File: src/rtl/uart_tx_sched.sv
// uart_tx_sched: round-robin scheduler sharing one UART transmitter between NREQ byte
// requesters. It grants one pending request per IDLE visit, holds newd until the start bit
// appears on the line, then waits for donetx to rise and fall before serving the next one.
//
// Ports:
//   clk_i        system clock
//   rst_i        synchronous active-high reset
//   req_i        per-requester request, held until the matching ack
//   req_data_i   byte i is req_data_i[8i+7:8i]
//   ack_o        one-cycle pulse when a requester's byte is captured
//   cmpl_o       one-cycle pulse when a frame finishes (donetx seen)
//   err_o        one-cycle pulse on a wait-state timeout
//   evt_id_o     requester id qualifying cmpl_o / err_o
//   busy_o       high in every state except idle
//   cur_id_o     id of the requester currently being served
//   tx_newd_o    transmitter newd
//   tx_data_o    transmitter dintx
//   tx_line_i    transmitter serial output, used for start-bit detection
//   tx_done_i    transmitter donetx
module uart_tx_sched #(
    parameter int unsigned NREQ       = 4,
    parameter int unsigned TIMEOUT    = 4096,
    parameter int unsigned GAP_CYCLES = 0,
    localparam int unsigned IDW       = $clog2(NREQ)
) (
    input  logic              clk_i,
    input  logic              rst_i,
    input  logic [NREQ-1:0]   req_i,
    input  logic [8*NREQ-1:0] req_data_i,
    output logic [NREQ-1:0]   ack_o,
    output logic              cmpl_o,
    output logic              err_o,
    output logic [IDW-1:0]    evt_id_o,
    output logic              busy_o,
    output logic [IDW-1:0]    cur_id_o,
    output logic              tx_newd_o,
    output logic [7:0]        tx_data_o,
    input  logic              tx_line_i,
    input  logic              tx_done_i
);

    localparam int unsigned TW = $clog2(TIMEOUT + 1);
    // +2 keeps the gap counter at least one bit wide when GAP_CYCLES is 0
    localparam int unsigned GW = $clog2(GAP_CYCLES + 2);
    localparam logic [TW-1:0] TimerLast = TW'(TIMEOUT - 1);
    localparam logic [GW-1:0] GapLast   = GW'(GAP_CYCLES - 1);

    typedef enum logic [2:0] {
        StIdle,
        StWaitStart,
        StWaitDone,
        StWaitIdle,
        StGap
    } state_e;

    // State after a frame ends, normally or by timeout
    localparam state_e AfterFrame = (GAP_CYCLES > 0) ? StGap : StIdle;

    state_e            state_q, state_d;
    logic [IDW-1:0]    ptr_q, ptr_d;
    logic [TW-1:0]     timer_q, timer_d;
    logic [GW-1:0]     gap_q, gap_d;
    logic [NREQ-1:0]   ack_q, ack_d;
    logic              cmpl_q, cmpl_d;
    logic              err_q, err_d;
    logic [IDW-1:0]    evt_id_q, evt_id_d;
    logic              busy_q, busy_d;
    logic [IDW-1:0]    cur_id_q, cur_id_d;
    logic              newd_q, newd_d;
    logic [7:0]        data_q, data_d;

    logic              grant_valid;
    logic [IDW-1:0]    grant_id;
    logic              timed_out;

    assign timed_out = (timer_q == TimerLast);

    // First asserted request scanning upward from the pointer, with wrap-around
    always_comb begin
        int unsigned idx;
        idx         = 0;
        grant_valid = 1'b0;
        grant_id    = '0;
        for (int unsigned k = 0; k < NREQ; k++) begin
            idx = (32'(ptr_q) + k) % NREQ;
            if (!grant_valid && req_i[IDW'(idx)]) begin
                grant_valid = 1'b1;
                grant_id    = IDW'(idx);
            end
        end
    end

    always_comb begin
        state_d  = state_q;
        ptr_d    = ptr_q;
        timer_d  = timer_q;
        gap_d    = gap_q;
        ack_d    = '0;
        cmpl_d   = 1'b0;
        err_d    = 1'b0;
        evt_id_d = evt_id_q;
        cur_id_d = cur_id_q;
        newd_d   = newd_q;
        data_d   = data_q;

        unique case (state_q)
            StIdle: begin
                if (grant_valid) begin
                    ack_d[grant_id] = 1'b1;
                    data_d          = req_data_i[32'(grant_id) * 8 +: 8];
                    newd_d          = 1'b1;
                    cur_id_d        = grant_id;
                    ptr_d           = (grant_id == IDW'(NREQ - 1)) ? '0 : grant_id + 1'b1;
                    timer_d         = '0;
                    state_d         = StWaitStart;
                end
            end
            StWaitStart: begin
                if (!tx_line_i) begin
                    newd_d  = 1'b0;
                    timer_d = '0;
                    state_d = StWaitDone;
                end else if (timed_out) begin
                    err_d    = 1'b1;
                    evt_id_d = cur_id_q;
                    newd_d   = 1'b0;
                    gap_d    = '0;
                    state_d  = AfterFrame;
                end else begin
                    timer_d = timer_q + 1'b1;
                end
            end
            StWaitDone: begin
                if (tx_done_i) begin
                    cmpl_d   = 1'b1;
                    evt_id_d = cur_id_q;
                    timer_d  = '0;
                    state_d  = StWaitIdle;
                end else if (timed_out) begin
                    err_d    = 1'b1;
                    evt_id_d = cur_id_q;
                    newd_d   = 1'b0;
                    gap_d    = '0;
                    state_d  = AfterFrame;
                end else begin
                    timer_d = timer_q + 1'b1;
                end
            end
            StWaitIdle: begin
                if (!tx_done_i) begin
                    gap_d   = '0;
                    state_d = AfterFrame;
                end else if (timed_out) begin
                    err_d    = 1'b1;
                    evt_id_d = cur_id_q;
                    newd_d   = 1'b0;
                    gap_d    = '0;
                    state_d  = AfterFrame;
                end else begin
                    timer_d = timer_q + 1'b1;
                end
            end
            StGap: begin
                if (gap_q == GapLast) begin
                    gap_d   = '0;
                    state_d = StIdle;
                end else begin
                    gap_d = gap_q + 1'b1;
                end
            end
            default: state_d = StIdle;
        endcase

        busy_d = (state_d != StIdle);
    end

    always_ff @(posedge clk_i) begin
        if (rst_i) begin
            state_q  <= StIdle;
            ptr_q    <= '0;
            timer_q  <= '0;
            gap_q    <= '0;
            ack_q    <= '0;
            cmpl_q   <= 1'b0;
            err_q    <= 1'b0;
            evt_id_q <= '0;
            busy_q   <= 1'b0;
            cur_id_q <= '0;
            newd_q   <= 1'b0;
            data_q   <= 8'h00;
        end else begin
            state_q  <= state_d;
            ptr_q    <= ptr_d;
            timer_q  <= timer_d;
            gap_q    <= gap_d;
            ack_q    <= ack_d;
            cmpl_q   <= cmpl_d;
            err_q    <= err_d;
            evt_id_q <= evt_id_d;
            busy_q   <= busy_d;
            cur_id_q <= cur_id_d;
            newd_q   <= newd_d;
            data_q   <= data_d;
        end
    end

    assign ack_o     = ack_q;
    assign cmpl_o    = cmpl_q;
    assign err_o     = err_q;
    assign evt_id_o  = evt_id_q;
    assign busy_o    = busy_q;
    assign cur_id_o  = cur_id_q;
    assign tx_newd_o = newd_q;
    assign tx_data_o = data_q;

endmodule

File: config.mk
export PLATFORM = sky130hd
export DESIGN_NAME = uart_tx_sched
export DESIGN_NICKNAME = d
export VERILOG_FILES = /design/src/rtl/uart_tx_sched.sv
export SDC_FILE = /design/constraint.sdc
export NUM_CORES = 1
export LEC_CHECK = 0
export ABC_AREA = 1
export ABC_CLOCK_PERIOD_IN_PS = 2400
export BUFFER_PORTS_ARGS = -buffer_cell sky130_fd_sc_hd__buf_4
export CAP_MARGIN = 10
export CELL_PAD_IN_SITES_DETAIL_PLACEMENT = 2
export CELL_PAD_IN_SITES_GLOBAL_PLACEMENT = 2
export CORE_MARGIN = 4
export CORE_UTILIZATION = 29
export CTS_BUF_LIST = sky130_fd_sc_hd__clkbuf_4 sky130_fd_sc_hd__clkbuf_8
export CTS_CLUSTER_DIAMETER = 30
export DETAILED_ROUTE_END_ITERATION = 10
export PLACE_DENSITY_LB_ADDON = 0.2
export SETUP_SLACK_MARGIN = 0.02
export SLEW_MARGIN = 20
export SYNTH_ARGS = -nofsm -noshare
export SYNTH_HDL_FRONTEND = slang
export SYNTH_SLANG_ARGS = --single-unit
File: constraint.sdc
create_clock -name clk_i -period 2.4 [get_ports clk_i]
set_input_delay 0.12 -clock clk_i [delete_from_list [all_inputs] [get_ports clk_i]]
set_output_delay 0.12 -clock clk_i [all_outputs]
set_load 0.02 [all_outputs]
==> results.yml, run 1 <==
worst_setup_path:
  path_cells: "ha_1 -> nand2_1 -> inv_1 -> nand4_1 -> nor2_1 -> nand3_1 -> a21oi_1 -> o21ai_0 -> a21oi_1"
  cp.buffers_inverters: 1
  worst_path_max_delay_cell: "a21oi_1"
  crit_type: "register to register"
  worstPathArrival_ns: 2.34
  crit_required_ns: 2.62
  cp_top_family: "simple AND/OR/NAND/NOR gates"
  critPathLaunch: "timer_q[1]"
  crit_path_start_kind: "register"
  cp-end-kind: "register"
  max_stage_delay_ns: 0.40
  cpMostUsedCell: "a21oi_1"
  r2r_start: "timer_q[1]"
  cp_max_fo: 6
flow_run:
  cap_violations: 0
cts:
  clk_pin_slew_ns: 0.08
  clkSinkCount: 39
  cts-root-buf: "clkbuf_8"
  hold_buffers: 0
  cts_tree: "built"
  clockBufferDepth: 2
  cts_setup_buffers: 0
  numCtsBuffers: 5
  cts_max_level: 2
  insertion_delay_ns: 0.29
floorplanning:
  die-height_um: 103
  core_area_um2: 8720
  die_w_um: 103
  dieArea_um2: 10600
  ios: 60
  initial_core_util_pct: 29.8
  core.rowCount: 34
synth:
  synth.most_common_cell: "nand2_1"
  synth_edf_count: 0
  synth-xor-area-share_pct: 1.68
  synth_compound_area_share_pct: 10.7
  yosys.area_share.adder_pct: 2.40
  synth_ff_type: "dfxtp_1"
  synth_common_cells: "122 x nand2_1, 50 x inv_1, 47 x nor2_1"
  synthCells: 409
  yosys.area.top_type: "dfxtp_1"
  yosys.cell_types.count: 39
  async_flop_share_pct: 0
  synth_top_family_by_area: "simple AND/OR/NAND/NOR gates"
  synth_top_area_share_pct: 30.0
  muxShareOfSynthArea_pct: 0
  synth_area_um2: 2600
  ys_top_cells_by_area: "dfxtp_1 30%, nand2_1 18%, nand3_1 7.5%"
  avgSynthCellArea_um2: 6.36
  yosysSeqAreaShare_pct: 30.0
  synth_warnings: 0
  syn-num-nets: 454
  synth-seq-cells: 39
  synthSimpleGateAreaFrac_pct: 43.6
power:
  seq_power_share_pct: 24.5
  combPwrFrac_pct: 57.7
  ir_drop_v: 0.000413
  switching_share_pct: 47.9
  intPower_mw: 1.97
  p_total_mw: 3.78
  switching_power_mw: 1.81
  clock_power_share_pct: 17.9
  leakage_nw: 1.66
  power_density_nw_per_um2: 1150
hold_path:
  hold_start: "req_data_i[18]"
  hold_path_class: "input pin to register"
final_layout:
  design_area_um2: 3290
  drive_above_1_share_pct: 22.8
  area_growth_pct: 26.5
  nets: 514
  antenna_cells: 0
drt:
  post_drt_wl_per_cell_um: 15.2
  dr.pass1.iters: 4
  vias_per_cell: 4.78
  met3_length_um: 308
  drtAntennaViolNets: 0
  detail_route.wirelength.met1_um: 3970
  drcViolationCount: 0
  drt_iter0_markers: 36
  met2_length_um: 4470
  top_layer: "met4"
  vias: 2764
  drt_wl_total_um: 8760
timing:
  slew_headroom_pct: 59.0
  rsz0062_at_grt: "no"
  tns_ns: 0
  maxSlewViolCount: 0
  clock.fmax_mhz: 473
  layout_min_cycle_time_ns: 2.11
  finalHoldWorstSlack_ns: 0.0841
  clock_skew_ns: 0.00567
  worst_pin_slew_ns: 0.615
  hold_viol_final: 0
  finalCritPeriodShare_pct: 88.0
  setup_viol: 0
place:
  detailed_place_hpwl_um: 7070
  port_buffers: 59
  place_congestion: 0.869
  post_dp_cell_area_um2: 3140
global_routing:
  track_usage_pct: 17.5
  grt_pass1_wl_um: 14700
  grt_pass1_vias: 3002
  antenna_found_initial: 0
  grt_max_degree: 17
  gr-total-overflow: 0
outcome:
  status: "complete, no violations"
[power by group through the flow]
| stage | Combinational (mW) | Clock [mW] | Sequential [mW] |
|---|---|---|---|
| 4_1_cts | 2.22 | 0.703 | 0.921 |
| 6_report | 2.18 | 0.677 | 0.925 |
| 3_5_place_dp | 2.21 | 0 | 0.933 |
| 3_3_place_gp | 2.12 | 0 | 0.928 |
| 5_1_grt | 2.47 | 0.739 | 0.945 |
| 2_1_floorplan | 1.45 | 0 | 1.01 |
[timing repair]
item | in CTS | in global routing
setup endpoints to repair | 0 | 7
resized for setup | 0 | 4
hold endpoints to repair | 0 | 0
[cell type report]
type | count | area, µm²
sequential | 39 | 783
multi-input combinational | 300 | 1530
clock inverter | 2 | 60.1
timing repair buffer | 65 | 488
fill | 1068 | 5430
clock buffer | 6 | 76.3
inverter | 58 | 218
tap | 108 | 135
[kinds of logic (layout without fill, tap and decap cells)]
logic type	after synthesis	in the layout
AND/OR/NAND/NOR	246	246
adder cells (fa/ha/maj)	5	5
buffers and inverters	70	131
AO/OA/AOI/OAI	44	44
XOR/XNOR	5	5
flip-flops	39	39
[per-stage QoR]
stage / setup slack [ns] / util (%) / cells
after floorplan: 0.645 / - / 409
after global placement: 0.228 / 36.0 / 570
after detailed placement: 0.201 / 36.0 / 570
after CTS: 0.164 / 37.6 / 578
after global routing: 0.0468 / 37.7 / 578
final: 0.288 / 37.7 / 578
[per-layer routing]
layer  up-vias  global-route usage, %
li1       1410                      -
met2        48                   32.1
met4         0                   3.29
met1      1304                   21.5
met5         -                      0
met3         2                   2.98
[worst paths after layout]
path	slack [ns]	depth (start not counted)	end
worst min register to register	0.46	2	timer_q[12]
worst min-delay path	0.08	3	tx_data_o[2]
worst max register to register	0.29	9	evt_id_o[0]
worst max-delay path	0.29	9	evt_id_o[0]
[layout by cell type, fill, tap and decap left out, types with 3 or more instances in the layout]
cell type | Yosys | final
nand3b_1 | 3 | 3
inv_1 | 50 | 50
nand2_4 | 4 | 5
ha_1 | 5 | 5
nand3_2 | 3 | 3
o21ai_1 | 3 | 3
o21ai_0 | 7 | 7
o211ai_1 | 9 | 9
or2_0 | 5 | 5
nor3_1 | 3 | 3
nand4_1 | 4 | 4
nand3_1 | 39 | 39
inv_2 | 7 | 7
buf_4 | 4 | 65
nor2_1 | 47 | 47
nand2_1 | 122 | 122
a31oi_1 | 3 | 3
dfxtp_1 | 39 | 37
xor2_1 | 4 | 4
a21oi_1 | 14 | 14
clkbuf_8 | 0 | 5
nand2_2 | 8 | 7
[registers in the layout, indices dropped and copies added, names as in the netlist, 2 cells and up]
name       flops
timer_q       13
tx_data_o      8
ack_o          4
state_q        3
cur_id_o       2
evt_id_o       2
ptr_q          2
[worst min-delay path: stages]
cell	delay, ns
buf_4	0.08
o211ai_1	0.09
nand2_1	0.07
No activity file was read; power rests on OpenSTA's default activity.
==> inputs of run 2 (changes only) <==
--- a/config.mk
+++ b/config.mk
@@ -16,7 +16,7 @@
 export CTS_BUF_LIST = sky130_fd_sc_hd__clkbuf_4 sky130_fd_sc_hd__clkbuf_8
 export CTS_CLUSTER_DIAMETER = 30
 export DETAILED_ROUTE_END_ITERATION = 10
-export PLACE_DENSITY_LB_ADDON = 0.2
+export PLACE_DENSITY = 0.85
 export SETUP_SLACK_MARGIN = 0.02
 export SLEW_MARGIN = 20
 export SYNTH_ARGS = -nofsm -noshare
==> results.yml, run 2 (synthesis results as in run 1) <==
drt:
  vias_per_cell: 4.94
  drcViolationCount: 0
  drt_iter0_markers: 33
  dr.pass1.iters: 4
  drt_wl_total_um: 9360
  post_drt_wl_per_cell_um: 16.2
  drtAntennaViolNets: 0
  vias: 2845
hold_path:
  hold_start: "req_data_i[21]"
  hold_path_class: "input pin to register"
  holdPathEnd: "tx_data_o[5]"
  holdPathStages: 3
floorplanning:
  dieArea_um2: 10600
  ios: 60
  die-height_um: 103
  core_area_um2: 8720
  initial_core_util_pct: 29.8
  die_w_um: 103
  core.rowCount: 34
place:
  place_congestion: 0.808
  post_dp_cell_area_um2: 3130
  detailed_place_hpwl_um: 7450
  pre_cts_ws_ns: 0.131
  port_buffers: 59
final_layout:
  regMostFlops: "timer_q"
  n_fill_cell: 1105
  final_common_cell: "nand2_1"
  nets: 512
  antenna_cells: 0
  area_growth_pct: 24.6
  drive_above_1_share_pct: 22.2
  largest_reg_flops: 13
  design_area_um2: 3240
  layout_common_cells: "122 x nand2_1, 63 x buf_4, 50 x inv_1"
cts:
  hold_buffers: 0
  clkSinkCount: 39
  cts-root-buf: "clkbuf_8"
  cts_tree: "built"
  clockBufferDepth: 2
  insertion_delay_ns: 0.30
  cts_max_level: 2
  numCtsBuffers: 5
  clk_pin_slew_ns: 0.08
  cts_setup_buffers: 0
global_routing:
  gr-total-overflow: 0
  track_usage_pct: 18.7
  grt_pass1_wl_um: 15600
  grt_max_degree: 17
  grt_pass1_vias: 3276
  antenna_found_initial: 0
worst_setup_path:
  r2r-end: "timer_q[0]"
  r2r_start: "state_q[0]"
  rr_worst_depth: 10
  cp-end-kind: "register"
  crit_path_start_kind: "register"
  worstPathArrival_ns: 2.46
  r2r_slack_ns: 0.18
  crit_required_ns: 2.63
  cp_max_fo: 11
  crit_type: "register to register"
timing:
  worst_slack_ns: 0.177
  setup_viol: 0
  clock.fmax_mhz: 450
  maxSlewViolCount: 0
  slew_headroom_pct: 59.9
  layout_min_cycle_time_ns: 2.22
  finalHoldWorstSlack_ns: 0.106
  hold_viol_final: 0
  tns_ns: 0
  clock_skew_ns: 0.0114
  finalCritPeriodShare_pct: 92.6
  worst_pin_slew_ns: 0.602
power:
  leakage_nw: 1.63
  p_total_mw: 3.58
  power_density_nw_per_um2: 1100
  intPower_mw: 1.74
  clock_power_share_pct: 13.3
  seq_power_share_pct: 25.5
  switching_power_mw: 1.84
  switching_share_pct: 51.4
  ir_drop_v: 0.000419
  combPwrFrac_pct: 61.2
flow_run:
  cap_violations: 0
outcome:
  status: "complete, no violations"
run 2: cell count changes in the layout (fill, tap and decap cells not counted), sizes merged:
cell    change
bufinv      -2
clkbuf      +1
inv         -1
clkinv      +2
buf         -2
run 2: metrics by stage:
| step | utilization [%] | instances |
|---|---|---|
| 6_report | 37.2 | 576 |
| 5_1_grt | 37.2 | 576 |
| 4_1_cts | 36.9 | 576 |
| 3_5_place_dp | 35.8 | 568 |
| 3_3_place_gp | 35.8 | 568 |
| 2_1_floorplan | - | 409 |
run 2: critical path, stage by stage, from the launching register on:
cell     delay, ns
dfxtp_1       0.53
inv_1         0.14
nor2_1        0.26
inv_2         0.06
nor2_1        0.26
nor2_1        0.16
o21ai_4       0.18
o21ai_1       0.21
inv_1         0.19
nand2_1       0.08
nor2_1        0.08
run 2: power by group through the flow:
stage / clock [mW] / sequential (mW) / combinational (mW)
final: 0.477 / 0.912 / 2.19
after global routing: 0.520 / 0.935 / 2.47
after CTS: 0.487 / 0.913 / 2.19
after detailed placement: 0 / 0.926 / 2.18
after global placement: 0 / 0.918 / 2.07
after floorplan: 0 / 1.01 / 1.45
run 2: area by class of cell:
class	instances	area [µm²]	share of cell area [%]
Clock buffer	7	83.8	2.58
Clock inverter	1	5.00	0.154
Inverter	58	219	6.75
Multi-Input combinational cell	300	1550	47.7
Sequential cell	39	781	24.1
Tap cell	108	135	4.17
Timing Repair Buffer	63	473	14.6
run 2: worst max path at each step:
stage / cells after the start / startpoint / to / slack, ns
after floorplan: 12 / ptr_q[0] / ptr_q[0] / 0.65
after global placement: 12 / ptr_q[0] / timer_q[0] / 0.24
after detailed placement: 12 / ptr_q[1] / timer_q[10] / 0.13
after CTS: 11 / ptr_q[0] / timer_q[0] / 0.11
after global routing: 10 / state_q[0] / timer_q[0] / -0.0008
final: 10 / state_q[0] / timer_q[0] / 0.18
run 2: timing repair:
action,4_1_cts,5_1_grt
resized for setup,0,6
setup endpoints to repair,0,16
hold endpoints to repair,0,0
run 2: layer usage:
metal	share of wire [%]	wire length, µm	up-vias	track usage [%]
met1	43	3990	1373	21.1
li1	-	-	1414	-
met3	4.1	387	5	4.53
met5	0	0	-	0
met4	0.43	40	0	3.59
met2	53	4950	53	35.7
==> inputs of run 3 (changes only) <==
--- a/config.mk
+++ b/config.mk
@@ -16,7 +16,7 @@
 export CTS_BUF_LIST = sky130_fd_sc_hd__clkbuf_4 sky130_fd_sc_hd__clkbuf_8
 export CTS_CLUSTER_DIAMETER = 30
 export DETAILED_ROUTE_END_ITERATION = 10
-export PLACE_DENSITY = 0.85
+export PLACE_DENSITY_LB_ADDON = 0.1
 export SETUP_SLACK_MARGIN = 0.02
 export SLEW_MARGIN = 20
 export SYNTH_ARGS = -nofsm -noshare
==> results.yml, run 3 (synthesis results as in run 1) <==
cts:
  cts_setup_buffers: 0
  clkSinkCount: 39
  ctsResizeCount: 0
  insertion_delay_ns: 0.30
  cts-root-buf: "clkbuf_8"
  hold_buffers: 0
  clk_pin_slew_ns: 0.08
  clockBufferDepth: 2
  numCtsBuffers: 5
  cts_tree: "built"
  cts_max_level: 2
global_routing:
  gr-total-overflow: 0
  track_usage_pct: 17.8
  grt_max_degree: 17
  antenna_found_initial: 0
  grt_pass1_vias: 3031
  grt_pass1_wl_um: 14900
worst_setup_path:
  cp-end-kind: "register"
  worst_path_max_delay_cell: "dfxtp_1"
  crit_path_start_kind: "register"
  cp_max_fo: 13
  crit_required_ns: 2.64
  rr_worst_depth: 13
  cp.depth: 13
  cp_top_family: "simple AND/OR/NAND/NOR gates"
  worstPathArrival_ns: 2.35
  cpMostUsedCell: "nand2_1"
  path_cells: "buf_4 -> nand2_1 -> nand2_1 -> nand2_1 -> o21ai_2 -> inv_1 -> nand3_4 -> nand2_4 -> inv_2 -> nand2_2 -> nor2_4 -> o211ai_1 -> nand2_1"
  cp.buffers_inverters: 3
  crit_type: "register to register"
  max_stage_delay_ns: 0.35
timing:
  layout_min_cycle_time_ns: 2.11
  hold_viol_final: 0
  clock_skew_ns: 0.00600
  clock.fmax_mhz: 473
  maxSlewViolCount: 0
  finalCritPeriodShare_pct: 88.0
  worst_pin_slew_ns: 0.584
  tns_ns: 0
  slew_headroom_pct: 61.0
  rsz0062_at_grt: "no"
  setup_viol: 0
drt:
  vias_per_cell: 4.80
  drtAntennaViolNets: 0
  vias: 2773
  met2_length_um: 4660
  drt_iter0_markers: 35
  drcViolationCount: 0
  drt_wl_total_um: 8780
  dr.pass1.iters: 4
  detail_route.wirelength.met1_um: 3740
  met3_length_um: 274
  top_layer: "met4"
  post_drt_wl_per_cell_um: 15.2
hold_path:
  holdPathStages: 3
  hold_path_class: "input pin to register"
floorplanning:
  die_w_um: 103
  core.rowCount: 34
  core_area_um2: 8720
  initial_core_util_pct: 29.8
  dieArea_um2: 10600
  die-height_um: 103
  ios: 60
final_layout:
  area_growth_pct: 24.3
  n_fill_cell: 1088
  final_common_cell: "nand2_1"
  antenna_cells: 0
  regMostFlops: "timer_q"
  layout_common_cells: "122 x nand2_1, 65 x buf_4, 50 x inv_1"
  largest_reg_flops: 13
  drive_above_1_share_pct: 22.8
  nets: 514
  design_area_um2: 3240
flow_run:
  cap_violations: 0
place:
  post_dp_cell_area_um2: 3140
  port_buffers: 59
  place_congestion: 0.826
  detailed_place_hpwl_um: 7130
outcome:
  status: "complete, no violations"
power:
  p_total_mw: 3.55
  ir_drop_v: 0.000509
  leakage_nw: 1.64
  power_density_nw_per_um2: 1100
==> run 3: stage by stage <==
stage	hold slack, ns	setup slack [ns]	instances	util, %
after global placement	0.385	0.306	570	36.0
after CTS	0.0804	0.222	578	37.0
after global routing	0.0911	0.0387	578	37.1
final	0.0828	0.288	578	37.1
after floorplan	0.280	0.645	409	-
after detailed placement	0.388	0.262	570	36.0
==> run 3: final timing paths <==
check | slack (ns) | from | to
worst max register to register | 0.29 | ptr_q[0] | tx_data_o[2]
worst max-delay path | 0.29 | ptr_q[0] | tx_data_o[2]
worst min-delay path | 0.08 | req_data_i[23] | tx_data_o[7]
worst min register to register | 0.46 | timer_q[12] | timer_q[12]
==> run 3: worst reg2reg max path, delay by kind of cell (launching register included) <==
| kind | cells | cell delay [ns] |
|---|---|---|
| AND/OR/NAND/NOR | 8 | 0.97 |
| buffers and inverters | 3 | 0.54 |
| flip-flops | 1 | 0.35 |
| AO/OA/AOI/OAI | 2 | 0.20 |
==> run 3: area by class of cell <==
class	count	area [µm²]	share of cell area, %
multi-input combinational	300	1520	47.1
sequential	39	782	24.2
timing repair buffer	65	488	15.1
inverter	58	218	6.73
tap	108	135	4.18
clock buffer	7	83.8	2.59
clock inverter	1	5.00	0.155
==> run 3: layer usage <==
metal  track usage, %  vias to the layer above
met4             4.08                        0
li1                 -                     1409
met3             3.04                        7
met2             32.8                       49
met5                0                        -
met1             21.5                     1308
==> run 3: where the power goes <==
group	total (mW)	internal (mW)	switching, mW	leakage [nW]
clock network	0.478	0.227	0.250	0.0491
registers	0.910	0.800	0.110	0.319
logic	2.16	0.730	1.43	1.27
total	3.55	1.76	1.79	1.64
